File: src/rtl/cb_nway.sv
// cb_nway: parametrised N-way circular buffer.
//
// Each cycle it accepts up to NWAY in-order pushes at the tail and up to
// NWAY in-order pops at the head. It supports tail rollback (squash of the
// youngest entries) and reports occupancy status from the registered count.
//
// Parameters:
//   CB_IDX        log2 of depth (DEPTH = 2**CB_IDX)
//   CB_WIDTH      bits per entry
//   NWAY          push/pop ports per cycle (1..4, NWAY <= DEPTH)
//   ALMOST_THRESH almost_full when 1 <= free entries <= ALMOST_THRESH
//
// Ports:
//   clk, reset          clock, synchronous active-high reset
//   din_en[NWAY]        push enables, enabled slots compacted in index order
//   din                 push data, slot i = din[i*CB_WIDTH +: CB_WIDTH]
//   dout_req[NWAY]      pop requests
//   move_tail           roll the tail back by tail_offset entries
//   tail_offset         number of youngest entries to squash
//   dout                slot i = entry at head+i (mod DEPTH)
//   dout_valid[NWAY]    bit i = (count > i)
//   count               occupancy 0..DEPTH
//   full/almost_full/empty  status from registered count
//   err[1:0]            (only with CB_NWAY_ERR_CHK_EN) sticky
//                       {underflow, overflow}, cleared by reset
//
// Optional feature macro: CB_NWAY_ERR_CHK_EN
module cb_nway #(
  parameter int unsigned CB_IDX        = 3,
  parameter int unsigned CB_WIDTH      = 8,
  parameter int unsigned NWAY          = 2,
  parameter int unsigned ALMOST_THRESH = 1
) (
  input  logic                     clk,
  input  logic                     reset,
  input  logic [NWAY-1:0]          din_en,
  input  logic [NWAY*CB_WIDTH-1:0] din,
  input  logic [NWAY-1:0]          dout_req,
  input  logic                     move_tail,
  input  logic [CB_IDX:0]          tail_offset,
  output logic [NWAY*CB_WIDTH-1:0] dout,
  output logic [NWAY-1:0]          dout_valid,
  output logic [CB_IDX:0]          count,
  output logic                     full,
  output logic                     almost_full,
  output logic                     empty
`ifdef CB_NWAY_ERR_CHK_EN
  ,
  output logic [1:0]               err
`endif
);

  localparam int unsigned    DEPTH   = 1 << CB_IDX;
  localparam logic [CB_IDX:0] DEPTH_L = (CB_IDX+1)'(DEPTH);
  localparam logic [CB_IDX:0] ONE_L   = (CB_IDX+1)'(1);
  localparam logic [CB_IDX:0] THR_L   =
    (ALMOST_THRESH >= DEPTH) ? DEPTH_L : (CB_IDX+1)'(ALMOST_THRESH);

  // State
  logic [CB_WIDTH-1:0] data_q [DEPTH];
  logic [CB_WIDTH-1:0] data_d [DEPTH];
  logic [CB_IDX-1:0]   head_q, head_d;
  logic [CB_IDX-1:0]   tail_q, tail_d;
  logic [CB_IDX:0]     count_q, count_d;

  // Per-cycle bookkeeping
  logic [CB_IDX:0]     req_cnt;   // popcount(dout_req)
  logic [CB_IDX:0]     push_cnt;  // popcount(din_en)
  logic [CB_IDX:0]     free_cnt;  // DEPTH - count at start of cycle
  logic [CB_IDX:0]     pop_n;     // P
  logic [CB_IDX:0]     acc_n;     // A
  logic [CB_IDX:0]     rb_n;      // R
  logic [CB_IDX:0]     avail_n;   // count - P, upper bound on rollback
  logic [CB_IDX:0]     wr_k;      // next compacted write offset
  logic [CB_IDX-1:0]   wr_idx;
  logic [CB_IDX-1:0]   rd_idx;

  function automatic logic [CB_IDX:0] min_c(input logic [CB_IDX:0] a,
                                            input logic [CB_IDX:0] b);
    return (a < b) ? a : b;
  endfunction

  always_comb begin
    req_cnt  = '0;
    push_cnt = '0;
    for (int unsigned i = 0; i < NWAY; i++) begin
      if (dout_req[i]) req_cnt  = req_cnt + ONE_L;
      if (din_en[i])   push_cnt = push_cnt + ONE_L;
    end

    free_cnt = DEPTH_L - count_q;
    pop_n    = min_c(req_cnt, count_q);
    avail_n  = count_q - pop_n;

    // Push credit comes only from start-of-cycle free space; a rollback
    // cycle discards every push.
    acc_n = move_tail ? '0 : min_c(push_cnt, free_cnt);
    rb_n  = move_tail ? min_c(tail_offset, avail_n) : '0;

    head_d  = head_q + pop_n[CB_IDX-1:0];
    tail_d  = tail_q + acc_n[CB_IDX-1:0] - rb_n[CB_IDX-1:0];
    count_d = count_q - pop_n + acc_n - rb_n;

    // Compact enabled slots onto tail+0, tail+1, ...; slots beyond the
    // accepted count (highest indices) fall off. Writes never hit a live
    // entry because the credit excludes same-cycle pops.
    data_d = data_q;
    wr_k   = '0;
    wr_idx = '0;
    for (int unsigned i = 0; i < NWAY; i++) begin
      if (din_en[i] && (wr_k < acc_n)) begin
        wr_idx         = tail_q + wr_k[CB_IDX-1:0];
        data_d[wr_idx] = din[i*CB_WIDTH +: CB_WIDTH];
        wr_k           = wr_k + ONE_L;
      end
    end
  end

  always_ff @(posedge clk) begin
    if (reset) begin
      head_q  <= '0;
      tail_q  <= '0;
      count_q <= '0;
      for (int unsigned i = 0; i < DEPTH; i++) begin
        data_q[i] <= '0;
      end
    end else begin
      head_q  <= head_d;
      tail_q  <= tail_d;
      count_q <= count_d;
      for (int unsigned i = 0; i < DEPTH; i++) begin
        data_q[i] <= data_d[i];
      end
    end
  end

  // Read side and status: registered state only.
  always_comb begin
    dout       = '0;
    dout_valid = '0;
    rd_idx     = '0;
    for (int unsigned i = 0; i < NWAY; i++) begin
      rd_idx                        = head_q + CB_IDX'(i);
      dout[i*CB_WIDTH +: CB_WIDTH]  = data_q[rd_idx];
      dout_valid[i]                 = (count_q > (CB_IDX+1)'(i));
    end
  end

  assign count       = count_q;
  assign full        = (count_q == DEPTH_L);
  assign empty       = (count_q == '0);
  assign almost_full = !full && ((DEPTH_L - count_q) <= THR_L);

`ifdef CB_NWAY_ERR_CHK_EN
  logic [1:0] err_q, err_d;

  always_comb begin
    err_d = err_q;
    if (!move_tail && (push_cnt > free_cnt)) err_d[0] = 1'b1;
    if (req_cnt > count_q)                   err_d[1] = 1'b1;
  end

  always_ff @(posedge clk) begin
    if (reset) err_q <= '0;
    else       err_q <= err_d;
  end

  assign err = err_q;
`endif

endmodule
File: config.mk
export PLATFORM = sky130hd
export DESIGN_NAME = cb_nway
export DESIGN_NICKNAME = d
export VERILOG_FILES = /design/src/rtl/cb_nway.sv
export SDC_FILE = /design/constraint.sdc
export NUM_CORES = 1
export LEC_CHECK = 0
export BUFFER_PORTS_ARGS = -buffer_cell sky130_fd_sc_hd__buf_2
export CAP_MARGIN = 20
export CORE_ASPECT_RATIO = 1.1
export CORE_UTILIZATION = 56
export DETAILED_ROUTE_END_ITERATION = 16
export GPL_TIMING_DRIVEN = 0
export HOLD_SLACK_MARGIN = 0.02
export PLACE_DENSITY = 0.81
export SETUP_SLACK_MARGIN = 0.15
export SLEW_MARGIN = 20
export SYNTH_ARGS = -nofsm -noshare
export SYNTH_HDL_FRONTEND = slang
export SYNTH_SLANG_ARGS = --single-unit
File: constraint.sdc
create_clock -name clk -period 5.1 [get_ports clk]
set_input_delay 0 -clock clk [delete_from_list [all_inputs] [get_ports clk]]
set_output_delay 0 -clock clk [all_outputs]
set_load 0.005 [all_outputs]
### Word level (Yosys, flattened, before mapping)

Cells that the tools add are included.

| storage, ports and cells | value |
|---|---|
| register bits after elaboration | 74 |
| input port bits | 27 |
| logic and storage cells | 72 |

| cells by class | value |
|---|---|
| add/subtract/negate cells | 11 |
| order comparisons | 14 |
| eq/ne operators | 1 |
| mux-type cells | 24 |
| bitwise gates (word level) | 4 |
| reductions and logical operators | 7 |

Operators with widths:

| operator | number |
|---|---|
| 64-bit bitwise mux | 2 |
| 64-bit two-way mux | 2 |
| 8-bit binary-select mux with 3-bit select | 2 |
| 8-bit demux with 3-bit select | 2 |
| 8-bit two-way mux | 6 |
| 4-bit two-way mux | 7 |
| 4-bit greater-or-equal comparator, second input constant | 4 |
| 4-bit less-than comparator | 4 |
| 3-bit NOT with 4-bit output | 4 |
| 3-bit adder | 3 |
| 4-bit by 1-bit adder with 4-bit output, second input constant | 2 |
| 4-bit by 1-bit > comparator with 1-bit output, second input constant | 2 |
| 4-bit by 1-bit less-than comparator with 1-bit output, second input constant | 2 |
| 4-bit subtractor | 2 |
| 1-bit logical AND | 5 |
| 4-bit adder | 1 |
| 4-bit equality test, second input constant | 1 |
| 4-bit by 1-bit <= comparator with 1-bit output, second input constant | 1 |
| 4-bit zero test | 1 |
| 1-bit by 4-bit less-than comparator with 1-bit output, first input constant | 1 |
| 4-bit subtractor, first input constant | 1 |
| 3-bit by 1-bit adder with 3-bit output, second input constant | 1 |
| 1-bit two-way mux | 3 |
| 3-bit subtractor | 1 |
| 1-bit zero test | 1 |

### Depth between registers and ports, before layout

| depth | value |
|---|---|
| depth in word-level cells | 17 |
| gate-level depth with buffers | 24 |
| gate-level depth less buffers | 24 |

### Worst setup path after synthesis

OpenSTA, ideal clock, no wires.

| timing path | value |
|---|---|
| path kind | flip-flop to flip-flop |
| start point | register count_q[1], in the netlist count[1] |
| end point | register tail_q[2] |
| setup time | 130 ps |
| arrival | 4840 ps |
| required time | 4970 ps |
| slack | 130 ps |
| cell stages (with the launch flop) | 23 |
| cells stage by stage | dfxtp_1 inv_1 ha_1 o21ai_0 a21boi_0 mux2_2 inv_1 ha_1 a211oi_1 xnor2_1 inv_1 ha_1 nor2b_1 a211oi_1 nand2_1 o211a_1 fa_1 inv_1 fa_1 xor2_1 xnor2_1 xnor2_1 nor2_1 |

| between the ends | value |
|---|---|
| cells in the longest elaborated chain, start to end | 7 |
| elaborated cells between the ends (all ways) | 12 |
| classes of those cells | add/sub (4); order compare (3); mux (5) |

RTL lines:

| item | line | text |
|---|---|---|
| from (decl) | 64 | `logic [CB_IDX:0] count_q, count_d;` |
| from (signal assigned) | 130 | `count_q <= count_d;` |
| 4-bit less-than comparator | 80 | `return (a < b) ? a : b;` |
| 4-bit two-way mux | 80 |  |
| 4-bit subtractor | 93 | `avail_n = count_q - pop_n;` |
| 4-bit less-than comparator | 80 |  |
| 4-bit two-way mux | 80 |  |
| 4-bit two-way mux | 98 | `rb_n = move_tail ? min_c(tail_offset, avail_n) : '0;` |
| 3-bit subtractor (*) | 101 | `tail_d = tail_q + acc_n[CB_IDX-1:0] - rb_n[CB_IDX-1:0];` |
| to (signal assigned) | 129 | `tail_q <= tail_d;` |
| to (decl) | 63 | `logic [CB_IDX-1:0] tail_q, tail_d;` |

Every way passes the cells marked *; elsewhere a longest branch is shown, timed or not.
A chain may end at the register's enable or synchronous reset.

### Worst setup path after layout

| timing path | value |
|---|---|
| start point | register count_q[0], in the netlist count[0] |
| end point | register data_q[13] (netlist bit) |

| between the ends | value |
|---|---|
| cells in the longest elaborated chain, start to end | 15 |
| elaborated cells between the ends (all ways) | 19 |
| classes of those cells | add/sub (2); order compare (5); mux (8); bitwise (1); reduce/logical (3) |

RTL lines:

| item | line | text |
|---|---|---|
| 4-bit subtractor (*) | 91 | `free_cnt = DEPTH_L - count_q;` |
| 4-bit less-than comparator | 80 |  |
| 4-bit two-way mux (*) | 80 |  |
| 4-bit two-way mux (*) | 97 | `acc_n = move_tail ? '0 : min_c(push_cnt, free_cnt);` |
| 1-bit by 4-bit less-than comparator with 1-bit output | 111 | `if (din_en[i] && (wr_k < acc_n)) begin` |
| 1-bit logical AND | 111 |  |
| 1-bit two-way mux | 111 |  |
| 3-bit adder | 112 | `wr_idx = tail_q + wr_k[CB_IDX-1:0];` |
| 3-bit NOT with 4-bit output (implied by the code) | 113 | `data_d[wr_idx] = din[i*CB_WIDTH +: CB_WIDTH];` |
| 4-bit greater-or-equal comparator (implied by the code) or 4-bit by 1-bit less-than comparator with 1-bit output (tied branches) | 113 |  |
| 1-bit logical AND (implied by the code) | 113 |  |
| 8-bit two-way mux (implied by the code) | 113 |  |
| 8-bit demux with 3-bit select | 113 |  |
| 64-bit bitwise mux | 113 |  |
| 64-bit two-way mux (*) | 111 |  |
| to (signal, indexed assignment) | 132 | `data_q[i] <= data_d[i];` |
| to (decl) | 60 | `logic [CB_WIDTH-1:0] data_q [DEPTH];` |

Marked as above.

==> reports/qor.csv <==
stage,metric,value,unit
status,status,"finished, final reports clean",
yosys,ys_warn_count,0,
setup_path,path_delay_family,adder cells,
power_and_ir_drop,ir_worst_vdd,0.6974,mV
detailed_routing,drcViolationCount,0,
yosys,yosysSeqAreaShare,23.44,%
yosys,ys_top_cells_by_area,"dfxtp_1, mux4_2, a311oi_2",
cts,clock_latency,0.35,ns
setup_path,critPathMaxFanout,11,
sta,finalCriticalPeriod,4.779,ns
setup_path,required,5.34,ns
setup_path,worst_path_max_delay_cell,or4_1,
cts,path_clk_slew,0.06,ns
setup_path,cp-start-kind,flip-flop,
yosys,syn_inst,721,
power_and_ir_drop,p_per_area,581.5,nW/µm²
detailed_routing,wl,23.13,mm
global_routing,grt_pass1_vias,6473,
die,core_area,10960,µm²
setup_path,critPathArrivalTime,5.02,ns
place,post-dp-hpwl,16.30,mm
yosys,synth_edf_count,0,
detailed_routing,drt.antenna.violating_nets,0,
yosys,synth_cell_types,62,
setup_path,end_kind,flip-flop,
yosys,synth_ff_type,dfxtp_1,
cts,cts.sinks,74,
detailed_routing,wl_per_cell,24.63,µm
cts,clock_path_buffers,2,
place,gp_congestion,1.003,
cells_and_area,fin_area,7221,µm²
setup_path,critPathMostFrequentCell,ha_1,
cells_and_area,fin_cells,939,
global_routing,grt_max_degree,12,
setup_path,cp_num_buf_inv,5,
setup_path,crit_type,flip-flop to flip-flop,
detailed_routing,vias,6836,
sta,finalSetupViolations,0,
sta,period_share,93.70,%
yosys,synth.most_common_cell,nor2_1,
cts,root_buffer,clkbuf_16,
sta,report.final.hold_viol_count,0,
setup_path,cpPeakStageDelay,0.48,ns
cts,cts_buffers,9,
sta,finalMaxSlewViolations,0,
place,dp_cells,909,
global_routing,antenna_found_initial,1,
yosys,yosys.area.top_type,dfxtp_1,
cts,htree_levels,3,
sta,rsz0062_at_grt,false,
min_path,hp-class,primary input to flip-flop,
yosys,postSynthAreaPerCell,8.767,µm²
yosys,async_flop_share,0,%
yosys,synth_commonest_cells,"nor2_1, dfxtp_1, a21oi_1",
detailed_routing,via_per_inst,7.280,
flow_run,maxCapViolCount,0,
cells_and_area,insertedDiodeCount,0,
die,io-pin-count,52,
setup_path,crit_chain,"inv_1, ha_2, inv_1, ha_1, a21oi_4, buf_4, nor2_1, mux2i_1, a211oi_2, ha_1, ha_1, nor2b_1, o21ai_0, or4_1, buf_2, and2_4, buf_6, a311oi_1",
place,place_area,6715,µm²
cells_and_area,layout.nets,846,
yosys,netlist_area,6321,µm²
sta,relSlewSlack,25.66,%
yosys,yosys.area.top_type_share,23.44,%
cells_and_area,fillers,893,
die,die_w,103.3,µm
sta,timing.hold.ws,0.08594,ns
yosys,synth-seq-cells,74,
cells_and_area,area_growth,14.23,%
die,floorplan.initialDensity,57.67,%
detailed_routing,first_iter_violations,1015,
power_and_ir_drop,power_leakage,2.460,nW
sta,tightest_slew,1.113,ns
yosys,synth_nets,778,
cts,cts_tree,done,
detailed_routing,drtPass1Iterations,8,
global_routing,gr-total-overflow,0,
die,die-area,11720,µm²
die,rows,40,
global_routing,grt_use_total,40.45,%
cells_and_area,drive_gt1_share,29.17,%
sta,fin_skew,0.005240,ns
place,portBuffers,41,
die,chipHeight,113.4,µm
sta,max_freq,209.3,MHz
global_routing,grt_pass1_wl,35.18,mm
## worst paths after layout
kind | cells after the start | start | slack [ns] | to
setup / recovery | 18 | count[0]$_SDFF_PP0_ | 0.32 | data_q[13]$_SDFF_PP0_
hold / removal | 3 | din[14] | 0.09 | data_q[30]$_SDFF_PP0_
setup reg to reg | 18 | count[0]$_SDFF_PP0_ | 0.32 | data_q[13]$_SDFF_PP0_
hold reg to reg | 2 | data_q[5]$_SDFF_PP0_ | 0.53 | data_q[5]$_SDFF_PP0_
## layer usage
layer  vias up  global-route usage [%]  part of all wire [%]  wire length [µm]
met5         -                       0                     0                 0
met4         0                   28.36                   7.4              1708
met3       167                   12.32                    14              3186
met2       637                   60.62                    45             10310
met1      3175                   49.18                    34              7916
li1       2857                       -                     -                 -
## cell usage in the layout (no fill, tap or decap), types with 3 or more instances in the layout
master,synthesis,routed
nand2b_1,5,5
a31oi_1,3,3
nor2_1,75,75
ha_1,24,19
xor2_1,5,4
o21ai_1,40,41
buf_4,4,20
nand4b_1,4,4
o211ai_1,10,10
nor2b_1,7,6
buf_1,11,11
mux4_2,32,32
buf_2,17,58
xnor2_1,7,6
fa_1,6,4
inv_2,0,3
and2_1,6,6
nand3_1,55,55
a311oi_1,27,27
buf_6,10,10
nand4_1,8,8
and2_4,4,4
clkbuf_16,0,9
mux2_2,18,16
dfxtp_1,74,72
or4_1,7,7
ha_2,0,3
a21oi_1,61,60
o21ai_0,40,39
a311oi_2,34,34
o41ai_1,3,3
nand2_1,26,26
inv_1,22,18
clkbuf_1,32,33
nor3_1,7,5
## final cells by class
cell class	instances	area [µm²]	area share [%]
clock buffer	11	242.7	3.362
timing repair buffer	57	325.3	4.505
buffer	74	389.1	5.389
inverter	22	85.08	1.178
tap	147	183.9	2.547
clock inverter	3	17.52	0.2426
sequential	74	1486	20.59
multi-input combinational	551	4491	62.19
## report_power, final
part / switching [W] / total [W] / leakage [nW] / internal (W)
combinational: 0.00163 / 0.00282 / 1.73 / 0.00119
clock: 0.000254 / 0.000590 / 0.127 / 0.000336
sequential: 0.000109 / 0.000785 / 0.601 / 0.000676
## cells by family after synthesis
group | Yosys count | synth area share, %
adders and majority gates | 30 | 6.651
DFF | 74 | 23.44
other | 1 | 0.05933
muxes | 51 | 14.77
buffers and inverters | 96 | 7.463
AOI/OAI and AO/OA | 237 | 28.17
and+or+nand+nor | 219 | 17.54
xor gates and xnor gates | 13 | 1.920
## worst register-to-register path: cells and delay by family, from the launching register on
family / cells / cell delay, ns
adder cells (fa/ha/maj): 4 / 1.33
AND/OR/NAND/NOR: 4 / 1.08
buffers and inverters: 5 / 0.80
AO/OA/AOI/OAI: 4 / 0.69
flip-flops: 1 / 0.44
multiplexers: 1 / 0.33
## through the flow
step | utilization [%] | setup TNS [ns] | worst slack, ns | total power (W)
global route | 65.88 | 0 | 0.08982 | 0.004434
CTS | 64.14 | 0 | 0.1521 | 0.003882
global placement | 61.27 | -0.02378 | -0.02378 | 0.003111
floorplan | - | 0 | 0.2522 | 0.002603
finish | 65.88 | 0 | 0.3214 | 0.004199
detailed placement | 61.27 | -0.4221 | -0.2507 | 0.003204
## repair_timing
item                       CTS  global route
setup endpoints to repair    5            68
buffers inserted             5            11
hold buffers                 0             0
gates resized for setup      7            25
pin swaps                    4            12
## flip-flops by register name, indices dropped and copies added, names as in the netlist
register and flops:
count 4, head_q 3, tail_q 3, data_q 64
No activity file was read; power rests on OpenSTA's default activity.
